$ cat src/rtl/irq_timer_ctrl_if.sv
// Word-access port shared with data memory: select, direction,
// byte enables, address, write data, registered read data and ack.
interface irq_timer_ctrl_if;
  logic        cs;
  logic        wr;
  logic [3:0]  mask;
  logic [31:0] addr;
  logic [31:0] data_wr;
  logic [31:0] data_rd;
  logic        valid_DM;

  modport master (
    output cs, wr, mask, addr, data_wr,
    input  data_rd, valid_DM
  );

  modport slave (
    input  cs, wr, mask, addr, data_wr,
    output data_rd, valid_DM
  );
endinterface

$ cat src/rtl/irq_timer_ctrl.sv
// Machine timer plus edge-triggered external sources, merged into
// one registered interrupt level for the CSR unit.
module irq_timer_ctrl #(
  parameter int NSRC        = 8,
  parameter int SYNC_STAGES = 2
) (
  input  logic            clk,
  input  logic            rst,
  input  logic [NSRC-1:0] irq_src,
  irq_timer_ctrl_if.slave bus,
  output logic            interrupt
);

  typedef enum logic [2:0] {
    R_MTIME_LO    = 3'd0,
    R_MTIME_HI    = 3'd1,
    R_MTIMECMP_LO = 3'd2,
    R_MTIMECMP_HI = 3'd3,
    R_PENDING     = 3'd4,
    R_ENABLE      = 3'd5,
    R_CLAIM       = 3'd6,
    R_CTRL        = 3'd7
  } reg_e;

  logic        wr_en;
  logic        rd_en;
  reg_e        sel;

  logic [63:0] mtime_q, mtime_d;
  logic [63:0] mtimecmp_q, mtimecmp_d;
  logic [7:0]  pcnt_q, pcnt_d;
  logic [7:0]  prescale_q, prescale_d;
  logic        gie_q, gie_d;
  logic        tie_q, tie_d;

  logic [NSRC-1:0] enable_q, enable_d;
  logic [NSRC-1:0] pending_q, pending_d;
  logic [NSRC-1:0] edge_q, edge_d;
  logic [SYNC_STAGES-1:0][NSRC-1:0] sync_q, sync_d;

  logic [31:0] data_rd_q, data_rd_d;
  logic        valid_q, valid_d;
  logic        irq_q, irq_d;

  logic            tick;
  logic            tpend;
  logic [NSRC-1:0] rise;
  logic [NSRC-1:0] pend_en;
  logic [NSRC-1:0] claim_oh;
  logic [4:0]      claim_id;
  logic            claim_go;
  logic [31:0]     rdata;
  logic [31:0]     ctrl_rd;
  logic [31:0]     ctrl_w;
  logic [31:0]     en_w;
  logic            unused_bits;

  function automatic logic [31:0] merge(
    input logic [31:0] old,
    input logic [31:0] nw,
    input logic [3:0]  be
  );
    logic [31:0] r;
    for (int i = 0; i < 4; i++) begin
      r[8*i +: 8] = be[i] ? nw[8*i +: 8] : old[8*i +: 8];
    end
    return r;
  endfunction

  assign wr_en = bus.cs & bus.wr;
  assign rd_en = bus.cs & ~bus.wr;
  assign sel   = reg_e'(bus.addr[4:2]);

  assign ctrl_rd = {16'b0, prescale_q, 6'b0, tie_q, gie_q};
  assign ctrl_w  = merge(ctrl_rd, bus.data_wr, bus.mask);
  assign en_w    = merge(32'(enable_q), bus.data_wr, bus.mask);

  assign unused_bits = ^{bus.addr[31:5], bus.addr[1:0],
                         ctrl_w[31:16], ctrl_w[7:2],
                         en_w[31:NSRC]};

  // Source sync chain and edge detect
  always_comb begin
    sync_d    = sync_q;
    sync_d[0] = irq_src;
    for (int i = 1; i < SYNC_STAGES; i++) begin
      sync_d[i] = sync_q[i-1];
    end
    edge_d = sync_q[SYNC_STAGES-1];
    rise   = sync_q[SYNC_STAGES-1] & ~edge_q;
  end

  // Lowest enabled pending source wins the claim
  always_comb begin
    pend_en  = pending_q & enable_q;
    claim_oh = pend_en & (~pend_en + NSRC'(1));
    claim_id = '0;
    for (int i = NSRC-1; i >= 0; i--) begin
      if (pend_en[i]) claim_id = 5'(i + 1);
    end
    claim_go = rd_en && (sel == R_CLAIM);
  end

  always_comb begin
    rdata = '0;
    unique case (sel)
      R_MTIME_LO:    rdata = mtime_q[31:0];
      R_MTIME_HI:    rdata = mtime_q[63:32];
      R_MTIMECMP_LO: rdata = mtimecmp_q[31:0];
      R_MTIMECMP_HI: rdata = mtimecmp_q[63:32];
      R_PENDING:     rdata = 32'(pending_q);
      R_ENABLE:      rdata = 32'(enable_q);
      R_CLAIM:       rdata = {27'b0, claim_id};
      R_CTRL:        rdata = ctrl_rd;
      default:       rdata = '0;
    endcase
  end

  always_comb begin
    tick       = (pcnt_q == prescale_q);
    pcnt_d     = tick ? 8'd0 : pcnt_q + 8'd1;
    mtime_d    = tick ? mtime_q + 64'd1 : mtime_q;
    mtimecmp_d = mtimecmp_q;
    prescale_d = prescale_q;
    gie_d      = gie_q;
    tie_d      = tie_q;
    enable_d   = enable_q;

    if (wr_en) begin
      unique case (sel)
        R_MTIME_LO: mtime_d = {mtime_q[63:32],
          merge(mtime_q[31:0], bus.data_wr, bus.mask)};
        R_MTIME_HI: mtime_d = {
          merge(mtime_q[63:32], bus.data_wr, bus.mask),
          mtime_q[31:0]};
        R_MTIMECMP_LO: mtimecmp_d = {mtimecmp_q[63:32],
          merge(mtimecmp_q[31:0], bus.data_wr, bus.mask)};
        R_MTIMECMP_HI: mtimecmp_d = {
          merge(mtimecmp_q[63:32], bus.data_wr, bus.mask),
          mtimecmp_q[31:0]};
        R_ENABLE: enable_d = en_w[NSRC-1:0];
        R_CTRL: begin
          gie_d      = ctrl_w[0];
          tie_d      = ctrl_w[1];
          prescale_d = ctrl_w[15:8];
          pcnt_d     = 8'd0;
        end
        default: ;
      endcase
    end

    // A fresh edge beats a same-cycle claim clear
    pending_d = pending_q;
    if (claim_go) pending_d = pending_q & ~claim_oh;
    pending_d = pending_d | rise;

    data_rd_d = rd_en ? rdata : data_rd_q;
    valid_d   = bus.cs;

    tpend = (mtime_q >= mtimecmp_q);
    irq_d = gie_q & ((tie_q & tpend) | (|pend_en));
  end

  always_ff @(posedge clk) begin
    if (rst) begin
      mtime_q    <= '0;
      mtimecmp_q <= '1;
      pcnt_q     <= '0;
      prescale_q <= '0;
      gie_q      <= 1'b0;
      tie_q      <= 1'b0;
      enable_q   <= '0;
      pending_q  <= '0;
      edge_q     <= '0;
      sync_q     <= '0;
      data_rd_q  <= '0;
      valid_q    <= 1'b0;
      irq_q      <= 1'b0;
    end else begin
      mtime_q    <= mtime_d;
      mtimecmp_q <= mtimecmp_d;
      pcnt_q     <= pcnt_d;
      prescale_q <= prescale_d;
      gie_q      <= gie_d;
      tie_q      <= tie_d;
      enable_q   <= enable_d;
      pending_q  <= pending_d;
      edge_q     <= edge_d;
      sync_q     <= sync_d;
      data_rd_q  <= data_rd_d;
      valid_q    <= valid_d;
      irq_q      <= irq_d;
    end
  end

  assign bus.data_rd  = data_rd_q;
  assign bus.valid_DM = valid_q;
  assign interrupt    = irq_q;

endmodule

$ cat src/flat_wrapper.sv
// flat-port wrapper written by rule: the top's interface ports become plain ports
module irq_timer_ctrl_flat 
#(
  parameter int NSRC        = 8,
  parameter int SYNC_STAGES = 2
)
  (clk, rst, irq_src, interrupt, bus_cs, bus_wr, bus_mask, bus_addr, bus_data_wr, bus_data_rd, bus_valid_DM);
  irq_timer_ctrl_if bus_i ();
  input  logic clk;
  input  logic rst;
  input  logic [NSRC-1:0] irq_src;
  output logic interrupt;
  input wire logic [$bits(bus_i.cs)-1:0] bus_cs;
  input wire logic [$bits(bus_i.wr)-1:0] bus_wr;
  input wire logic [$bits(bus_i.mask)-1:0] bus_mask;
  input wire logic [$bits(bus_i.addr)-1:0] bus_addr;
  input wire logic [$bits(bus_i.data_wr)-1:0] bus_data_wr;
  output wire logic [$bits(bus_i.data_rd)-1:0] bus_data_rd;
  output wire logic [$bits(bus_i.valid_DM)-1:0] bus_valid_DM;
  assign bus_i.cs = bus_cs;
  assign bus_i.wr = bus_wr;
  assign bus_i.mask = bus_mask;
  assign bus_i.addr = bus_addr;
  assign bus_i.data_wr = bus_data_wr;
  assign bus_data_rd = bus_i.data_rd;
  assign bus_valid_DM = bus_i.valid_DM;
  irq_timer_ctrl #(.NSRC(NSRC), .SYNC_STAGES(SYNC_STAGES)) u_core (.clk(clk), .rst(rst), .irq_src(irq_src), .bus(bus_i), .interrupt(interrupt));
endmodule
$ cat config.mk
export PLATFORM = sky130hd
export DESIGN_NAME = irq_timer_ctrl_flat
export DESIGN_NICKNAME = d
export VERILOG_FILES = /design/src/rtl/irq_timer_ctrl_if.sv /design/src/rtl/irq_timer_ctrl.sv /design/src/flat_wrapper.sv
export SDC_FILE = /design/constraint.sdc
export NUM_CORES = 1
export LEC_CHECK = 0
export BUFFER_PORTS_ARGS = -buffer_cell sky130_fd_sc_hd__buf_2
export CORE_MARGIN = 2
export CORE_UTILIZATION = 45
export CTS_BUF_LIST = sky130_fd_sc_hd__clkbuf_8
export DETAILED_ROUTE_END_ITERATION = 7
export HOLD_SLACK_MARGIN = 0.15
export PLACE_DENSITY = 0.67
export SYNTH_ARGS = -nofsm -noshare
export SYNTH_HDL_FRONTEND = slang
export SYNTH_SLANG_ARGS = --single-unit
export TNS_END_PERCENT = 5
$ cat constraint.sdc
create_clock -name clk -period 2.65 [get_ports clk]
set_clock_uncertainty 0.05 [all_clocks]
set_input_delay 0.6625 -clock clk [delete_from_list [all_inputs] [get_ports clk]]
set_output_delay 0.6625 -clock clk [all_outputs]
set_load 0.02 [all_outputs]
==> metrics.cfg, run 1 <==
[outcome]
outcome = complete, no violations

[synthesis]
async_flop_share_pct = 0
synth-seq-cells = 220
syn_inst = 1581
ys_seq_area_share_pct = 35.1
yosysUniqueCellTypes = 63
synth_edf_count = 0
synth_ff_type = dfxtp_1
netlist_area_um2 = 12600
synth_area_per_cell_um2 = 7.94
synth_fp_nets = 1727
yosys_warnings = 0

[drt]
routed_wl_mm = 40.7
vias_per_cell = 5.86
dr.pass1.iters = 7
wl_per_cell_um = 18.9
dr.first_iter.drc_count = 1146
drc = 0
vias = 12700
detail-route-antenna-nets = 0

[critical_path]
cp_max_fo = 3
cpPeakStageDelay_ns = 0.42
crit_type = reg2reg
worst_r2r_endpoint = u_core.interrupt
critPathSlowestCell = nor4_1
cp-start-kind = flip-flop
critPathCaptureType = flip-flop
critical_path_required_ns = 3.05
arrival_ns = 2.98
crit_chain = inv_1 > ha_1 > and4_4 > o311ai_0 > nor4_1 > o31ai_2 > a2111oi_2 > o31ai_1 > a2111oi_1
rr_worst_depth = 9
critPathCapture = u_core.interrupt
crit_path_start = u_core.mtimecmp_q[11]
r2r_slack_ns = 0.06
timing.rr.start = u_core.mtimecmp_q[11]

[timing]
post-route-period-util_pct = 97.7
worstMarginPinSlew_ns = 0.747
max_freq_mhz = 386
setup_violations = 0
fin_crit_ns = 2.59
rsz0062_at_grt = true
drv_slew = 0
maxSlewHeadroom_pct = 50.2
hold_viol = 0

[die]
coreArea_um2 = 27600
die_area_um2 = 29300
pin_count = 114
start_util_pct = 45.5
rows = 61
dieWidth_um = 171
fp.dieH_um = 171

[final_layout]
fill_cells = 2630
design_area_um2 = 15200
synthToLayoutAreaGrowth_pct = 20.7
drive_above_1_share_pct = 18.9
antennaDiodeCount = 0
final_nets = 1899

[global_routing]
grt_overflow_total = 0
antenna_found_initial = 0
grt_pass1_wl_mm = 63.8
grt_max_degree = 75
grt_pass1_vias = 11900
grt_use_total_pct = 27.6

[cts]
numClockSinks = 220
clkTransAtPathRegs_ns = 0.06
cts_root_buf = clkbuf_8
htreeDepth = 2
cts_buffers = 43
cts_hold_buf = 0
cts_tree = built
clockBufferDepth = 3
insertion_delay_ns = 0.58
postCtsSetupBuffers = 0

[power]
power_mw = 7.88
ir_drop_v = 0.000451
p_leak_nw = 6.91
powerDensity_nw_per_um2 = 520

[placement]
dp_hpwl_mm = 29.8
port_buffers = 84
postPlaceCellArea_um2 = 14200
gp_congestion = 0.930

[flow_run]
max_cap_viol_count = 0

[min_path]
hp-class = in2reg

## area by class of cell
type / count / area (um^2) / share of cell area [%]
clock buffer: 51 / 702 / 4.63
clock inverter: 24 / 210 / 1.39
inverter: 78 / 293 / 1.93
multi-input combinational: 1189 / 7550 / 49.8
sequential: 220 / 4410 / 29.1
tap: 378 / 473 / 3.12
timing repair buffer: 221 / 1530 / 10.1
## metrics by stage
step	cells	hold WS, ns	utilization [%]	TNS (ns)	worst slack [ns]
global route	2161	0.230	54.9	-0.0762	-0.0762
floorplan	1581	0.364	-	0	0.265
finish	2161	0.234	54.9	0	0.0614
detailed placement	2087	0.376	51.5	0	0.0333
global placement	2087	0.369	51.5	0	0.0818
CTS	2162	0.200	54.8	0	0.0111
## metal layers
metal / global-route usage [%] / wire length, um / vias up
met5: 0 / 0 / -
met3: 4.46 / 3030 / 91
met4: 10.6 / 1310 / 0
met1: 36.5 / 17700 / 5990
met2: 45.1 / 18700 / 536
li1: - / - / 6046
## where the power goes
part / total (mW) / switching, mW / internal, mW / leakage [nW]
clock network: 3.61 / 1.56 / 2.06 / 0.515
logic: 0.821 / 0.517 / 0.304 / 4.61
registers: 3.45 / 0.0526 / 3.40 / 1.79
## cell usage after synthesis (11+ instances only)
master,count,area (um^2)
nand4_1,28,175
and3_1,35,219
nor2_1,113,424
nor3_1,24,120
dfxtp_1,220,4400
nor2b_1,47,294
o211ai_1,66,495
mux2_2,25,282
ha_1,66,826
a31oi_1,16,100
and4_1,14,123
o22ai_1,34,213
xor2_1,24,210
inv_1,77,289
mux2i_1,56,561
o21ai_0,74,370
a22oi_1,36,270
a21oi_1,111,556
xnor2_1,21,184
o31ai_1,11,82.6
nand3_1,56,280
clkbuf_1,76,285
nand2_1,221,830
## worst max-delay path, delay by kind of cell (launching register included)
family	cells	cell delay, ns
compound gates	5	1.06
fa+ha+maj	1	0.31
buf+inv	1	0.06
flops	1	0.33
simple gates	2	0.65
## state kept, by name, indices dropped and copies added, names as in the netlist, 8 cells and up
name,cells
u_core.pending_q,8
u_core.enable_q,8
u_core.bus.data_rd,32
u_core.prescale_q,8
u_core.pcnt_q,8
u_core.mtime_q,64
u_core.edge_q,8
u_core.edge_d,8
u_core.mtimecmp_q,64
u_core.sync_d,8
## worst min-delay path by stage
| stage | slack, ns | from | to | depth (start not counted) |
|---|---|---|---|---|
| final | 0.23 | irq_src[5] | u_core.sync_d[13] | 2 |
| after global routing | 0.23 | irq_src[0] | u_core.sync_d[8] | 2 |
| after CTS | 0.20 | irq_src[5] | u_core.sync_d[13] | 2 |
| after detailed placement | 0.38 | u_core.sync_d[13] | u_core.edge_d[5] | 1 |
| after global placement | 0.37 | u_core.sync_d[15] | u_core.edge_d[7] | 1 |
| after floorplan | 0.36 | u_core.sync_d[8] | u_core.edge_d[0] | 1 |
## cell usage in the layout (no fill, tap or decap), drive strengths merged, types with 24 or more instances in the layout
cell / instances
a21oi: 112
a22oi: 36
and3: 35
buf: 221
clkbuf: 51
dfxtp: 220
ha: 66
inv: 90
mux2: 25
mux2i: 56
nand2: 223
nand3: 56
nand4: 30
nor2: 113
nor2b: 47
nor3: 29
o211ai: 66
o21ai: 77
o22ai: 34
xor2: 24
## cells by family (layout without fill, tap and decap cells)
family	after synthesis	count (layout)	share of synthesized area (%)
AOI/OAI and AO/OA	408	408	20.6
xor gates and xnor gates	45	45	3.14
adders and majority gates	66	66	6.57
buffers and inverters	172	374	5.29
DFF	220	220	35.1
muxes	81	81	6.70
and+or+nand+nor	589	589	22.6
## repair_timing
action / 4_1_cts / 5_1_grt
pin swaps: 0 / 4
setup endpoints to repair: 1 / 15
resized for setup: 1 / 10
(Power assumes the default switching activity.)
==> run 2: changes to the inputs <==
Settings changed: PLACE_DENSITY 0.67 to not set, PLACE_DENSITY_LB_ADDON set to 0.12.
Clock period 2.65 ns to 2.3 ns, I/O delays scaled along.
==> run 2 against run 1 <==
Net effect: the flow now finishes with violations (setup timing); critical path depth is the same; worst setup slack got worse by 0.11 ns; hold slack worse by 0.0032 ns; routed wire length up 6.5%; first-iteration DRC count rose by 5.8%; cell count up 5.3%; clock power increased by 8.0%; critical path type unchanged; highest routed layer unchanged; flip-flop and latch count did not move.
==> metrics.cfg, run 2 (synthesis results as in run 1) <==
[min_path]
min-delay-start = bus_data_wr[14]
hold_depth = 3  ; +1
hp-class = in2reg
min_to = u_core.mtimecmp_q[14]

[cts]
numClockSinks = 220  ; unchanged
insertion_delay_ns = 0.56  ; -0.02 ns
clockBufferDepth = 3  ; unchanged
cts_tree = built
htreeDepth = 2  ; unchanged
cts_root_buf = clkbuf_8
cts_buffers = 41  ; -4.7%
clkTransAtPathRegs_ns = 0.06  ; about the same

[final_layout]
antennaDiodeCount = 0  ; unchanged
post-route-util_pct = 59.0  ; +4.2 points
final_nets = 2016  ; +6.2%
synthToLayoutAreaGrowth_pct = 29.8
final_common_cell = buf_4
layout_common_cells = 238 x buf_4, 220 x nand2_1, 204 x dfxtp_1
drive_above_1_share_pct = 26.0  ; +7.1 points

[timing]
rsz0062_at_grt = true
setup_violations = 2  ; +2
max_freq_mhz = 426  ; +10%
fin_crit_ns = 2.35  ; -0.240 ns
worstMarginPinSlew_ns = 0.692  ; -0.0551 ns
whs_ns = 0.231  ; -0.00315 ns
drv_slew = 0  ; unchanged
post-route-period-util_pct = 102  ; +4.4 points
maxSlewHeadroom_pct = 53.9  ; +3.7 points
hold_viol = 0  ; unchanged
layout_setup_ws_ns = -0.0488  ; -0.110 ns

[drt]
detail-route-antenna-nets = 0  ; unchanged
wl_per_cell_um = 19.1  ; +1.2%
drc = 0  ; unchanged
routed_wl_mm = 43.4  ; +6.5%
vias = 12900  ; +2.0%
dr.first_iter.drc_count = 1212  ; +5.8%
vias_per_cell = 5.68  ; -3.1%
dr.pass1.iters = 6  ; -1

[die]
coreArea_um2 = 27600  ; unchanged
pin_count = 114  ; unchanged
dieWidth_um = 171  ; unchanged
die_area_um2 = 29300  ; unchanged
rows = 61  ; unchanged
fp.dieH_um = 171  ; unchanged
start_util_pct = 45.5  ; unchanged

[power]
ir_drop_v = 0.000385  ; -15%
swShare_pct = 27.4  ; +0.39 points
combPwrFrac_pct = 11.9  ; +1.5 points
p_leak_nw = 7.46  ; +7.9%
switchingPower_mw = 2.44  ; +15%
seqPwrFrac_pct = 44.4  ; +0.7 points
powerDensity_nw_per_um2 = 548  ; +5.3%
clockPowerShare_pct = 43.6  ; -2.2 points
internal_power_mw = 6.49  ; +13%

[critical_path]
r2r_slack_ns = -0.05  ; -0.11 ns
crit_type = reg2reg
timing.rr.start = u_core.mtime_q[7]
critPathCaptureType = flip-flop
cp_max_fo = 7  ; +4
critical_path_required_ns = 2.69  ; -0.36 ns
cp-start-kind = flip-flop
rr_worst_depth = 9  ; unchanged
arrival_ns = 2.74  ; -0.24 ns
worst_r2r_endpoint = u_core.mtime_q[57]

[global_routing]
grt_pass1_wl_mm = 68.1  ; +6.7%
grt_use_total_pct = 29.7  ; +2.1 points
grt_overflow_total = 0  ; unchanged
grt_pass1_vias = 12500  ; +4.9%
grt_max_degree = 69  ; -8.0%
antenna_found_initial = 0  ; unchanged

[outcome]
violations = setup timing
outcome = finished with violations

[placement]
place_ws_ns = -0.359  ; -0.392 ns
gp_congestion = 0.925  ; -0.52%
port_buffers = 84  ; unchanged
dp_hpwl_mm = 31.9  ; +7.2%

[flow_run]
max_cap_viol_count = 0  ; unchanged

## run 2: critical path: stages, from the launching register on
cell	delay, ns
dfxtp_1	0.37
buf_4	0.18
and4_1	0.28
nand4_2	0.23
nor3_2	0.29
nand4_1	0.13
buf_4	0.18
o211a_1	0.20
a31oi_1	0.20
o31ai_1	0.12
## run 2: power by group through the flow
stage / Combinational, mW / Clock [mW] / Sequential [mW]
2_1_floorplan: 0.491 / 0 / 4.09
3_3_place_gp: 1.00 / 0 / 4.05
3_5_place_dp: 1.01 / 0 / 4.05
4_1_cts: 1.04 / 3.99 / 3.97
5_1_grt: 1.15 / 4.16 / 3.98
6_report: 1.06 / 3.90 / 3.97
## run 2: layout make-up
type                            instances  area (um^2)
Clock buffer                           52          716
Clock inverter                         18          118
Fill cell                            2651        11300
Inverter                               78          293
Multi-Input combinational cell       1189         7790
Sequential cell                       220         4420
Tap cell                              378          473
Timing Repair Buffer                  340         2490
## run 2: worst max path at each step
stage / from / end / slack (ns) / cells after the start
2_1_floorplan: bus_addr[4] / u_core.mtime_q[11] / 0.003 / 7
3_3_place_gp: u_core.mtimecmp_q[49] / u_core.interrupt / -0.36 / 11
3_5_place_dp: u_core.mtimecmp_q[15] / u_core.interrupt / -0.36 / 10
4_1_cts: u_core.mtimecmp_q[5] / u_core.interrupt / -0.07 / 10
5_1_grt: u_core.mtimecmp_q[5] / u_core.interrupt / -0.13 / 8
6_report: u_core.mtime_q[7] / u_core.mtime_q[57] / -0.05 / 9
## run 2: timing repair
item                                   4_1_cts  5_1_grt
pin swaps                                   18       12
setup buffers                                0        1
hold buffers                                 8        0
endpoints found under the hold margin        8        0
setup endpoints to repair                   13       36
resized for setup                           52       21
gates cloned                                 0        0
## run 2: layer usage
metal  vias up  GRT usage [%]  wire [um]
li1       6287              -          -
met1      6087           39.7      19100
met2       448           48.6      20200
met3        93           4.74       2710
met4         0           10.4       1360
met5         -              0          0
## run 2: through the flow
step	cells	instance area [um^2]	power, mW	TNS [ns]
finish	2275	16300	8.93	-0.0619
global route	2275	16300	9.28	-1.31
CTS	2274	16200	9.00	-0.0686
detailed placement	2197	15100	5.06	-1.05
global placement	2197	15100	5.05	-0.865
floorplan	1581	12600	4.58	0
